**src/rtl/mem_port_arbiter.sv**
```systemverilog
// mem_port_arbiter: two-port request/ack arbiter owning a shared memory with registered mirrors
module mem_port_arbiter #(
    parameter int AW         = 5,
    parameter int DW         = 8,
    parameter int A_PRIORITY = 0,
    parameter int MIR0_ADDR  = 3,
    parameter int MIR1_ADDR  = 4,
    parameter int MIR2_ADDR  = 7
) (
    input  logic          clock,
    input  logic          reset,
    input  logic          a_req,
    input  logic          a_we,
    input  logic [AW-1:0] a_addr,
    input  logic [DW-1:0] a_wdata,
    output logic          a_ack,
    output logic [DW-1:0] a_rdata,
    input  logic          b_req,
    input  logic          b_we,
    input  logic [AW-1:0] b_addr,
    input  logic [DW-1:0] b_wdata,
    output logic          b_ack,
    output logic [DW-1:0] b_rdata,
    output logic          busy,
    output logic [DW-1:0] mir0,
    output logic [DW-1:0] mir1,
    output logic [DW-1:0] mir2
);
    typedef enum logic [1:0] {IDLE, GRANT, ACCESS, DONE} state_t;
    localparam logic [AW-1:0] M0 = AW'(MIR0_ADDR);
    localparam logic [AW-1:0] M1 = AW'(MIR1_ADDR);
    localparam logic [AW-1:0] M2 = AW'(MIR2_ADDR);
    state_t        state, state_nx;
    logic [DW-1:0] mem [2**AW];
    logic          own_b, last_b, we_q, pick_b;
    logic [AW-1:0] addr_q;
    logic [DW-1:0] wdata_q, rd_val;

    // Winner in IDLE: lone requester, else fixed A priority or the port that did not go last
    always_comb begin
        pick_b = b_req & (~a_req | ((A_PRIORITY == 0) & ~last_b));
        rd_val = we_q ? wdata_q : mem[addr_q];
    end

    // Next state: a transaction walks GRANT, ACCESS, DONE and returns to IDLE
    always_comb begin
        state_nx = state;
        case (state)
            IDLE:    state_nx = (a_req | b_req) ? GRANT : IDLE;
            GRANT:   state_nx = ACCESS;
            ACCESS:  state_nx = DONE;
            default: state_nx = IDLE;
        endcase
    end

    // State register; reset aborts any transaction in flight
    always_ff @(posedge clock) state <= reset ? IDLE : state_nx;

    // Capture the winner's request at grant and record the owner of each finished transaction
    always_ff @(posedge clock) begin
        if (reset) begin
            last_b <= 1'b1;
        end else begin
            if (state == IDLE && (a_req | b_req)) begin
                own_b   <= pick_b;
                we_q    <= pick_b ? b_we : a_we;
                addr_q  <= pick_b ? b_addr : a_addr;
                wdata_q <= pick_b ? b_wdata : a_wdata;
            end
            if (state == DONE) last_b <= own_b;
        end
    end

    // Write commits at the end of ACCESS unless reset arrives in the same cycle
    always_ff @(posedge clock) if (!reset && state == ACCESS && we_q) mem[addr_q] <= wdata_q;

    // Registered acks, read data, busy and mirrors
    always_ff @(posedge clock) begin
        if (reset) begin
            a_ack   <= 1'b0;
            b_ack   <= 1'b0;
            a_rdata <= '0;
            b_rdata <= '0;
            busy    <= 1'b0;
            mir0    <= '0;
            mir1    <= '0;
            mir2    <= '0;
        end else begin
            a_ack <= state == ACCESS & ~own_b;
            b_ack <= state == ACCESS & own_b;
            if (state == ACCESS & ~own_b) a_rdata <= rd_val;
            if (state == ACCESS & own_b) b_rdata <= rd_val;
            busy <= state_nx == GRANT || state_nx == ACCESS;
            mir0 <= mem[M0];
            mir1 <= mem[M1];
            mir2 <= mem[M2];
        end
    end
endmodule

```
**config.mk**
```make
export PLATFORM = sky130hd
export DESIGN_NAME = mem_port_arbiter
export DESIGN_NICKNAME = d
export VERILOG_FILES = /design/src/rtl/mem_port_arbiter.sv
export SDC_FILE = /design/constraint.sdc
export NUM_CORES = 1
export LEC_CHECK = 0
export BUFFER_PORTS_ARGS = -buffer_cell sky130_fd_sc_hd__buf_4
export CAP_MARGIN = 20
export CORE_UTILIZATION = 55
export DETAILED_ROUTE_END_ITERATION = 10
export PLACE_DENSITY = 0.73
export REMOVE_ABC_BUFFERS = 1
export SYNTH_ARGS = -nofsm -noshare
export SYNTH_HDL_FRONTEND = slang
export SYNTH_SLANG_ARGS = --single-unit
```
**constraint.sdc**
```tcl
create_clock -name clock -period 5.3 [get_ports clock]
set_input_delay 0.795 -clock clock [delete_from_list [all_inputs] [get_ports clock]]
set_output_delay 0.795 -clock clock [all_outputs]
set_load 0.01 [all_outputs]
```
==> results summary, run 1 <==
Routability-driven placement finished with a final weighted congestion of approximately 0.88. Summed over all failing endpoints, the final setup total negative slack is 0 ps. The routed wire length per instance came out at 24.3 um.

The library cell used most frequently in the layout, excluding fill and tap cells, is sky130_fd_sc_hd__edfxtp_1. The top cell types in the final layout, fill and taps aside, are sky130_fd_sc_hd__edfxtp_1, sky130_fd_sc_hd__mux2i_1, sky130_fd_sc_hd__buf_4. The summed instance area of the synthesized netlist came out at around 12,000 um^2. The transition time at the pin with the least slew margin came out at 1090 ps.

The final-layout worst hold slack is 483 ps. The clock reaches the later pin of the worst-skew pair after 510 ps. TritonCTS built the clock tree. The worst hold path class is register to register. The tool flagged a number of max-cap violations equal to 0. The worst path arrival time is 3340 ps. The total via count after detailed routing is 7,253. The die is 152 um tall. The required time of the worst setup path is 5730 ps. The count of final max-slew check failures came to 0. The residual antenna-violating net count after detailed routing is 0. The longest clock path from root to sink contains 3 buffers. The synthesized netlist devotes less than 1% of its cell area to adder and majority cells. The simple-gate share of the synthesized area came out at 5.01%. Relative to the synthesized area, the layout overhead comes to 15.0%.

Along the worst path, the maximum fanout reaches slightly above 50. The fraction of layout cells with a size suffix above 1 is between 15 and 20%. The total clock sinks is 322.

For this run, the detailed router's first-pass iteration total came to 8. Of the total synthesized cell area, the portion taken by XOR and XNOR cells is 0.0705%. The initial antenna violation count is 1. The analysis attributes to cell leakage a power of 5.10 nW. The post-cts resize count is 0.

The worst clock skew is between 10 and 15 ps. The post-cts hold buffer count is 0. The vias per cell came out at 6.24. Setup repair after global routing left no endpoint under its margin. The number of unique standard cell types used by synthesis is 29. The buffers inserted during post-CTS setup optimization is 0.

The share of the core filled with cells in the final layout is 65.1%. The final reports fail on design-rule violations. The number of standard cells after synthesis is a little under 800.

In this run the power density over the cells is 455 nW/um^2. The flow ran to the end, but the final reports show violations. The category of the most critical setup path is register to register.

The synthesized flop and latch total is 322. The number of design rule violations left after detail routing is 14. The x dimension of the die came out at 152 um.

The sequential-to-total area share from yosys stat came out at 73.7%. The share of the synthesized area in compound gates (AO/OA/AOI/OAI) is 6.84%. In the synthesized netlist, mux cells make up 12.0% of the area. For the finished layout, the period the worst path requires is 2910 ps. After clock tree synthesis, the clock-pin slew on the worst setup and hold paths is 70 ps. The overall overflow remaining after global route came out at 0. The placeable core region came out at approximately 22,000 um^2. The H-tree depth is 2.

The number of top-level design ports is 75. Yosys printed 0 warnings. The worst setup path is captured at a register.

The total of endpoints with negative setup slack in the final report came out at 0. The total count of hold-check failures in the final report is 0. The worst-case vdd ir drop came out at 0.000399 V. Derived from the worst setup path, the maximum achievable clock frequency is between 0.3 and 0.4 GHz. The floorplan die area is 23,200 um^2. The type of origin of the critical path is a register. The number of input and output port buffers inserted is 74. The mean area per synthesized cell came out at 15.9 um^2. The number of buffers created by CTS is 34.

The final worst-path cycle share is 55.0%. After synthesis, the largest family of logic cells by area is multiplexers. The worst pin sits at a relative slew slack of about 27%.

The global routing usage summed across all routing layers is 24.6%. The violation count after the first detailed-route iteration came out at roughly 830. The initialized floorplan defines 54 standard-cell rows.

The total power consumption of the routed design is 0.00651 W. The initial core utilization is 56.6%. The global-route wire length before repair is 42.3 mm.

The via count of the first global-routing pass is 7,223. The net total in the final layout is just under 900. The pin count of the biggest net entering global routing came out at 57.

The tree is rooted in a sky130_fd_sc_hd__clkbuf_16. The HPWL reported at the end of detailed placement came out at between 15 and 20 mm. After detailed routing, the total wire length is ~28 mm.
-- where the power goes --
group	total (W)	internal [W]	switching (W)
combinational	0.00120	0.000460	0.000737
clock	0.00227	0.00135	0.000917
sequential	0.00304	0.00292	0.000127
-- metrics by stage --
stage          worst slack, ps  instance area, um^2  cells
3_3_place_gp              2360                13200   1102
2_1_floorplan             -412                12200    733
5_1_grt                   2290                14300   1162
4_1_cts                   2430                14300   1162
3_5_place_dp              2270                13200   1102
6_report                  2390                14300   1163
-- kinds of logic after synthesis --
group                    after synthesis
AND/OR/NAND/NOR                      126
XOR/XNOR                               1
adder cells (fa/ha/maj)                3
flip-flops                           322
multiplexers                         147
buffers and inverters                 50
AO/OA/AOI/OAI                        132
-- registers in the layout (all words and copies together) (netlist names), named ones only --
register,count
we_q,1
wdata_q,8
a_ack,1
own_b,1
state,2
mir1,8
addr_q,5
last_b,1
b_rdata,8
mir0,8
a_rdata,8
b_ack,1
mir2,8
mem,256
busy,1
-- synthesized netlist by cell type, drive strengths merged --
cell | n | area (um^2)
a211o | 1 | 8.76
a21boi | 1 | 7.51
a21oi | 48 | 240
a22oi | 64 | 480
and2 | 1 | 6.26
buf | 19 | 139
clkbuf | 29 | 109
dfxtp | 51 | 1020
edfxtp | 271 | 8140
ha | 3 | 37.5
inv | 2 | 7.51
mux2 | 19 | 214
mux2i | 128 | 1280
nand2 | 15 | 56.3
nand2b | 3 | 18.8
nand3 | 2 | 10.0
nand3b | 4 | 30.0
nor2 | 57 | 214
nor2b | 29 | 181
o21a | 1 | 7.51
o21ai | 1 | 5.00
o22ai | 16 | 100
or2 | 2 | 12.5
or3 | 4 | 25.0
or3b | 1 | 8.76
or4 | 8 | 60.1
xnor2 | 1 | 8.76
-- worst paths after layout --
check                                    startpoint                       to  slack [ps]  depth (start not counted)
worst max-delay path                       register  b_rdata[0]$_SDFFE_PP0P_        2390                          6
worst min-delay path            mem[3][1]$_DFFE_PP_       mir0[1]$_SDFF_PP0_         480                          1
worst max register to register             register  b_rdata[0]$_SDFFE_PP0P_        2390                          6
worst min register to register  mem[3][1]$_DFFE_PP_       mir0[1]$_SDFF_PP0_         480                          1
-- critical path, cell delays in order, from the launching register on --
cell and delay (ps):
sky130_fd_sc_hd__dfxtp_4 930, sky130_fd_sc_hd__buf_4 510, sky130_fd_sc_hd__mux2i_1 180, sky130_fd_sc_hd__a22oi_1 220
sky130_fd_sc_hd__a21oi_1 150, sky130_fd_sc_hd__or4_1 580, sky130_fd_sc_hd__o22ai_1 190
-- layer usage --
metal  global-route usage, %  up-vias  wire length [um]
met5                       0        -                 0
met4                    9.86        0               929
met3                    3.81       71              2360
met2                    41.3      440             14000
met1                    32.2     3584             11000
li1                        -     3158                 -
-- layout make-up --
type | count | area [um^2]
fill | 1453 | 7660
antenna | 1 | 2.50
timing repair buffer | 89 | 681
tap | 280 | 350
sequential | 322 | 9160
clock buffer | 41 | 898
multi-input combinational | 409 | 3030
clock inverter | 19 | 164
inverter | 2 | 7.51
Power figures use the tool's default switching activity.
==> run 2: changes to the inputs <==
--- a/config.mk
+++ b/config.mk
@@ -7,9 +7,9 @@
 export LEC_CHECK = 0
 export BUFFER_PORTS_ARGS = -buffer_cell sky130_fd_sc_hd__buf_4
 export CAP_MARGIN = 20
-export CORE_UTILIZATION = 55
+export CORE_UTILIZATION = 54
 export DETAILED_ROUTE_END_ITERATION = 10
-export PLACE_DENSITY = 0.73
+export PLACE_DENSITY = 0.75
 export REMOVE_ABC_BUFFERS = 1
 export SYNTH_ARGS = -nofsm -noshare
 export SYNTH_HDL_FRONTEND = slang
==> constraint.sdc (replaced) <==
create_clock -name clock -period 2.4 [get_ports clock]
set_input_delay 0.36 -clock clock [delete_from_list [all_inputs] [get_ports clock]]
set_output_delay 0.36 -clock clock [all_outputs]
set_load 0.01 [all_outputs]
==> run 2 against run 1 <==
Total power rose by 120%. Utilization about the same. The flow now finishes without violations. Global-route usage down 0.69 points. Flip-flop and latch count unchanged. Die area increased by 1.8%. Via count grew 0.12%. Fmax is 31% higher.
==> results summary, run 2 (same netlist as run 1, synthesis figures left out) <==
The total area of multi-input combinational cells is 3020 um^2 (-0.21%). The placement row count came out at 55 (+1.9%). In the layout the commonest cells are sky130_fd_sc_hd__edfxtp_1, sky130_fd_sc_hd__buf_4, sky130_fd_sc_hd__mux2i_1. The CTS clock-pin slew for the worst setup and hold paths came out at 60 ps (about the same). The worst hold path begins at a_wdata[0].

The fmax came to 0.451 GHz (+31%). The post-cts resize count is 0 (unchanged). The number of design rule violations left after detail routing came out at 0 (-14). The most critical setup path has its endpoint at mem[28][3]$_DFFE_PP_.

The floorplan die area came out at 23,600 um^2 (+1.8%). The placeable core region was 22,600 um^2 (+2.8%). The H-tree depth was 1 (-1).

mem holds more flip-flops than any other register. The total count of hold-check failures in the final report is 0 (unchanged). The combined flip-flop and latch cell area is 9160 um^2 (unchanged). The number of cells traversed by the worst hold path came out at 2 (+1).

The largest individual stage delay along the critical path comes from the cell sky130_fd_sc_hd__or3_1. The total of endpoints with negative setup slack in the final report was 0 (unchanged). The slack of the worst reg-to-reg path was 180 ps (-2200 ps).

The via count of the first global-routing pass came out at 7,132 (-1.3%). The initial core utilization came out at 55.1% (-1.5 points). The HPWL reported at the end of detailed placement came out at 18.2 mm (+6.2%).

The final worst-path cycle share came out at 92.3% (+37 points). The flip-flop count of the largest register, all copies and words added is 256 (unchanged). Setup repair after global routing left no endpoint under its margin. The worst max-slew margin expressed relative to the limit came out at 36.2% (+9.0 points).

STA classifies the critical path endpoint as a register. The portion of total power attributed to combinational logic came to 20.0% (+1.6 points). The share of total power in the clock network came out at 33.1% (-1.8 points). The x dimension of the die came out at 154 um (+0.91%). The power density over the cells came out at 977 nW/um^2 (+110%). The global routing usage summed across all routing layers was 23.9% (-0.69 points).

The number of antenna cells inserted is 0 (-1). The time the worst path needs with I/O delays and setup came out at 2220 ps (-697 ps). The worst clock skew is 13.2 ps (-0.387 ps).

The minimum setup slack after placement came out at 198 ps (-2070 ps). The violation count after the first detailed-route iteration is 701 (-16%). The initial antenna violation count is 1 (unchanged). The post-placement cell count is 1,159 (+5.2%). The total clock sinks came out at 322 (unchanged). The buffers inserted during post-CTS setup optimization came out at 0 (unchanged). The net total in the final layout is 942 (+5.5%). The final standard cell count with taps included and fillers excluded came out at 1,214 (+4.4%). The pin count of the biggest net entering global routing is 50 (-12%). The routed wire length per instance came out at 23.1 um (-5.0%). The final-layout worst hold slack is 116 ps (-367 ps).

The critical path depth in cells came out at 7 (+1). The number of buffers created by CTS is 31 (-8.8%). The first-pass iteration count of the detailed router came out at 5 (-3). The flow ran to the end, and the final reports show no timing, DRC or antenna violations.

The required time of the worst setup path was 2660 ps (-3070 ps). CTS placed an instance of sky130_fd_sc_hd__clkbuf_16 at the clock tree root. The fraction of power spent switching nets came out at 27.7% (+0.35 points).

The residual antenna-violating net count after detailed routing came out at 0 (unchanged). The die outline height came out at 154 um (+0.91%). The startpoint identified for the worst register-to-register timing path is state[0]$_SDFF_PP0_. The worst-case clock buffer depth is 3 (unchanged). The transition time at the pin with the least slew margin came to 956 ps (-129 ps).

TritonCTS built the clock tree. The global-route wire length before repair is 41.8 mm (-1.1%). Compared with the post-synthesis result, the final layout area differs by 18.1%. The total via count after detailed routing is 7,262 (+0.12%). By startpoint and endpoint, the worst setup path is classified as register to register. The clock latency on the worst-skew pair came out at 550 ps (+40 ps). The count of cells along the worst register-to-register path is 7 (+1). The worst stage delay on the critical path came out at 550 ps (-380 ps).

The post-cts hold buffer count is 0 (unchanged). The leakage dissipation is 5.36 nW (+5.1%). The worst path arrival time came to 2480 ps (-860 ps).

The last weighted congestion value of the routability-driven placer came to 0.848 (-3.8%). The worst register-to-register path ends at mem[28][3]$_DFFE_PP_. The vias per cell is 5.98 (-4.1%). The worst setup path is launched from a register. The worst-path maximum fanout is 8 (-84%). The number of input and output port buffers inserted came out at 74 (unchanged). The count of final max-slew check failures is 0 (unchanged). The internal power of the cells came to 0.0104 W (+120%). In this run the worst hold path is classified as input port to register. The critical path goes through inv_1 > ha_1 > nand2_1 > or2_2 > or3_1 > nor2_1 > buf_4. The number of top-level design ports came to 75 (unchanged). The fraction of layout cells with a size suffix above 1 came out at 22.9% (+4.7 points). The overall overflow remaining after global route is 0 (unchanged). The final-layout fill cell count came out at 1,546 (+6.4%). The worst-case vdd ir drop is 0.000650 V (+63%). The startpoint of the worst setup timing path is state[0]$_SDFF_PP0_. The total wirelength of the detailed-routed design is 28.0 mm (-0.83%). The net switching power figure is 0.00397 W (+120%). The power share of the sequential group came out at 46.9% (about the same). The critical path's top delay family is simple AND/OR/NAND/NOR gates. The number of max-cap violations is 0 (unchanged).

The count of buffering cells on the critical path with inverters included is 2 (+1). The library cell used most frequently in the layout, excluding fill and tap cells, is sky130_fd_sc_hd__edfxtp_1. The smallest setup slack after layout is 184 ps (-2200 ps).
## run 2: how the worst min path moves through the flow
stage                                      end  slack, ps
after CTS                 wdata_q[3]$_DFFE_PP_        100
after global placement      mir0[2]$_SDFF_PP0_        470
after detailed placement    mir0[2]$_SDFF_PP0_        470
after floorplan                busy$_SDFF_PP0_        430
after global routing      wdata_q[0]$_DFFE_PP_        100
final                     wdata_q[0]$_DFFE_PP_        120
## run 2: stage by stage
step	instance area [um^2]	power [W]	setup TNS, ps	util [%]
final	14700	0.0143	0	65.0
after detailed placement	13700	0.00967	0	60.7
after global placement	13700	0.00960	0	60.7
after CTS	14700	0.0144	0	65.0
after floorplan	12200	0.00864	-52830	-
after global routing	14700	0.0148	0	65.0
## run 2: cell type report
| cell class | instances | area share [%] |
|---|---|---|
| Sequential cell | 322 | 62.4 |
| Multi-Input combinational cell | 409 | 20.6 |
| Timing Repair Buffer | 141 | 7.81 |
| Clock buffer | 36 | 5.55 |
| Tap cell | 285 | 2.43 |
| Clock inverter | 19 | 1.18 |
| Inverter | 2 | 0.0511 |
## run 2: routing by layer
metal	part of all wire, %	GRT usage [%]
met1	41	32.2
met2	48	39.4
met3	7.3	3.47
met4	3.7	9.33
met5	0	0
## run 2: power groups by stage
stage          clock [W]  combinational, W  sequential [W]
6_report         0.00474           0.00288         0.00672
5_1_grt          0.00498           0.00304         0.00674
4_1_cts          0.00478           0.00286         0.00672
3_5_place_dp           0           0.00284         0.00683
3_3_place_gp           0           0.00278         0.00682
2_1_floorplan          0           0.00161         0.00703
## run 2: worst reg2reg max path: cells and delay by family, from the launching register on
| kind | cells | cell delay, ps |
|---|---|---|
| DFF | 1 | 320 |
| and+or+nand+nor | 4 | 1140 |
| adders and majority gates | 1 | 190 |
| buffers and inverters | 2 | 280 |
==> run 3: changes to the inputs <==
==> constraint.sdc (replaced) <==
create_clock -name clock -period 2.4 [get_ports clock]
set_input_delay 0.12 -clock clock [delete_from_list [all_inputs] [get_ports clock]]
set_output_delay 0.12 -clock clock [all_outputs]
set_load 0.01 [all_outputs]
==> run 3 against run 2 <==
Cell count rose by 2.5%. Worst hold slack worse by 94 ps. Critical endpoint is now mem[12][6]$_DFFE_PP_. Critical path type unchanged. Flip-flop and latch count stayed put. Wire length rose by 1.6%. Largest power group unchanged. Non-clock buffer count increased by 29. Sequential power is essentially flat.
==> results summary, run 3 (same netlist as run 1, synthesis figures left out) <==
The number of design rule violations left after detail routing is 0 (unchanged). The placement row count was 55 (unchanged). The last weighted congestion value of the routability-driven placer came out at 0.842 (-0.65%). The count of buffering cells on the critical path with inverters included is 2 (unchanged). The number of cells traversed by the worst hold path came out at 3 (+1). The floorplan die area is 23,600 um^2 (unchanged). The power share of the sequential group came out at 46.8% (about the same). The critical path depth in cells was 7 (unchanged). Setup repair after global routing left no endpoint under its margin.

The category of the most critical setup path is register to register. The number of buffers created by CTS came out at 30 (-3.2%). The final-layout fill cell count is 1,504 (-2.7%). The flip-flop count of the largest register, all copies and words added is 256 (unchanged). The required time of the worst setup path came out at 2660 ps (about the same).

The number of antenna cells inserted is 0 (unchanged). The minimum setup slack after placement is 194 ps (-3.48 ps). The slack of the worst reg-to-reg path came out at 160 ps (-20 ps).

The routed wire length per instance came out at 22.9 um (-0.84%). In this design, the largest share of critical-path delay is due to simple AND/OR/NAND/NOR gates. The residual antenna-violating net count after detailed routing is 0 (unchanged). The CTS clock-pin slew for the worst setup and hold paths came out at 60 ps (about the same).

The slowest stage of the critical path is the sky130_fd_sc_hd__or3_1 cell. The worst-case clock buffer depth is 3 (unchanged). The pin count of the biggest net entering global routing came out at 50 (unchanged).

The die outline height is 154 um (unchanged). The global routing usage summed across all routing layers came out at 24.3% (+0.43 points). The TritonCTS clock tree is done. The total count of hold-check failures in the final report came to 0 (unchanged). The final standard cell count with taps included and fillers excluded is 1,244 (+2.5%). STA classifies the critical path startpoint as a register. The worst hold path begins at a_addr[0]. The number of top-level design ports is 75 (unchanged).

The worst-case vdd ir drop is 0.000613 V (-5.7%). The most common cell after layout, fill and taps aside is sky130_fd_sc_hd__edfxtp_1. The initial core utilization came out at 55.1% (unchanged).

The internal power of the cells is 0.0104 W (+0.54%). The routed length on met2 was 13.9 mm (+3.3%). The transition time at the pin with the least slew margin came out at 965 ps (+8.96 ps).

The fraction of power spent switching nets came to 27.4% (-0.29 points). The total via count after detailed routing was 7,391 (+1.8%). Walking the worst path, the cells encountered are inv_1 > ha_1 > nand2_1 > or2_2 > or3_1 > nor2_1 > buf_4.

The time the worst path needs with I/O delays and setup is 2240 ps (+21.8 ps). The fmax is 0.447 GHz (-0.97%). The count of cells along the worst register-to-register path came out at 7 (unchanged). The number of input and output port buffers inserted came out at 74 (unchanged).

The count of final max-slew check failures came out at 0 (unchanged). CTS placed an instance of sky130_fd_sc_hd__clkbuf_16 at the clock tree root. The run finished with clean final reports. The fraction of layout cells with a size suffix above 1 is 21.7% (-1.2 points). The clock latency on the worst-skew pair came out at 550 ps (about the same). The global-route wire length before repair came out at 43.0 mm (+3.0%). The total of endpoints with negative setup slack in the final report was 0 (unchanged). The vias per cell came out at 5.94 (-0.68%). The leakage dissipation is 5.47 nW (+2.2%). The smallest setup slack after layout came out at 162 ps (-21.7 ps). The final worst-path cycle share was 93.3% (+0.91 points).

The worst max-slew margin expressed relative to the limit came to 35.6% (-0.60 points). The worst path arrival time came out at 2500 ps (+20 ps). The total clock sinks came out at 322 (unchanged).

From synthesis to final layout, the design area changed by 20.4%. The worst stage delay on the critical path is 540 ps (about the same). The number of max-cap violations is 0 (unchanged). The worst clock skew came out at 9.95 ps (-3.24 ps). The placeable core region came out at 22,600 um^2 (unchanged). The overall overflow remaining after global route is 0 (unchanged). The total wirelength of the detailed-routed design came out at 28.5 mm (+1.6%). The post-cts resize count is 0 (unchanged). The HPWL reported at the end of detailed placement is 18.1 mm (-0.39%). The worst hold path class is input port to register. The portion of total power attributed to combinational logic came to 20.5% (+0.5 points). The endpoint identified for the worst register-to-register timing path is mem[12][6]$_DFFE_PP_. The first-pass iteration count of the detailed router came to 5 (unchanged). The via count of the first global-routing pass is 7,346 (+3.0%). The net total in the final layout was 970 (+3.0%). After detailed routing, no signal wire sits above met4. The net switching power figure was 0.00394 W (-0.93%). The x dimension of the die came to 154 um (unchanged).

The violation count after the first detailed-route iteration is 691 (-1.4%). The startpoint of the worst register-to-register path is state[0]$_SDFF_PP0_. The worst-path maximum fanout is 8 (unchanged). The initial antenna violation count is 0 (-1). The met3 wire length came out at 2.15 mm (+5.2%). Leaving out fill and tap cells, the most frequent cells in the layout are sky130_fd_sc_hd__edfxtp_1, sky130_fd_sc_hd__buf_4, sky130_fd_sc_hd__mux2i_1. The post-placement cell count is 1,158 (-0.086%). The met1 layer wirelength in the final routing was 11.5 mm (+0.84%). The register with the most flip-flops in the final layout is mem. The power density over the cells is 959 nW/um^2 (-1.8%). The H-tree depth came out at 1 (unchanged). STA classifies the critical path endpoint as a register. The share of total power in the clock network is 32.7% (-0.4 points).
==> run 3: timing repair <==
item,4_1_cts,5_1_grt
setup buffers,0,0
hold buffers,30,0
endpoints found under the hold margin,20,0
==> run 3: worst min-delay path, stage by stage <==
cell                     delay, ps
sky130_fd_sc_hd__buf_4          80
sky130_fd_sc_hd__mux2_2        140
sky130_fd_sc_hd__mux2_2        190
==> run 3: metrics by stage <==
stage          hold WS (ps)  utilization (%)  power (W)  TNS [ps]  area, um^2
5_1_grt                21.1             66.3     0.0148         0       15000
4_1_cts                1.20             66.3     0.0144         0       15000
6_report               22.4             66.3     0.0144         0       15000
2_1_floorplan           192                -    0.00864    -52830       12200
3_3_place_gp            423             60.6    0.00960         0       13700
3_5_place_dp            427             60.6    0.00966         0       13700
==> run 3: area by class of cell <==
| type | instances | area, um^2 | area share (%) |
|---|---|---|---|
| multi-input cells | 409 | 3020 | 20.2 |
| repair buffers | 170 | 1440 | 9.61 |
| inverters | 2 | 7.51 | 0.0502 |
| clock buffers | 41 | 833 | 5.57 |
| flip-flops and latches | 322 | 9160 | 61.2 |
| clock inverters | 15 | 148 | 0.986 |
| well taps | 285 | 357 | 2.38 |
==> run 3: power groups by stage <==
stage | Clock, W | Combinational [W] | Sequential (W)
5_1_grt | 0.00496 | 0.00312 | 0.00674
3_5_place_dp | 0 | 0.00283 | 0.00683
3_3_place_gp | 0 | 0.00277 | 0.00682
4_1_cts | 0.00476 | 0.00292 | 0.00672
2_1_floorplan | 0 | 0.00161 | 0.00703
6_report | 0.00469 | 0.00294 | 0.00673
==> run 3: how the worst max path moves through the flow <==
stage | slack, ps | end | from
2_1_floorplan | -3310 | b_rdata[6]$_SDFFE_PP0P_ | register
3_3_place_gp | 260 | mem[4][4]$_DFFE_PP_ | state[0]$_SDFF_PP0_
3_5_place_dp | 190 | mem[28][0]$_DFFE_PP_ | state[0]$_SDFF_PP0_
4_1_cts | 130 | mem[28][3]$_DFFE_PP_ | state[0]$_SDFF_PP0_
5_1_grt | 60 | mem[4][6]$_DFFE_PP_ | state[0]$_SDFF_PP0_
6_report | 160 | mem[12][6]$_DFFE_PP_ | state[0]$_SDFF_PP0_
==> run 3: layer usage <==
| metal | vias to the layer above | GRT usage, % |
|---|---|---|
| li1 | 3310 | - |
| met1 | 3646 | 32.9 |
| met2 | 369 | 40.5 |
| met3 | 66 | 3.66 |
| met4 | 0 | 8.14 |
| met5 | - | 0 |
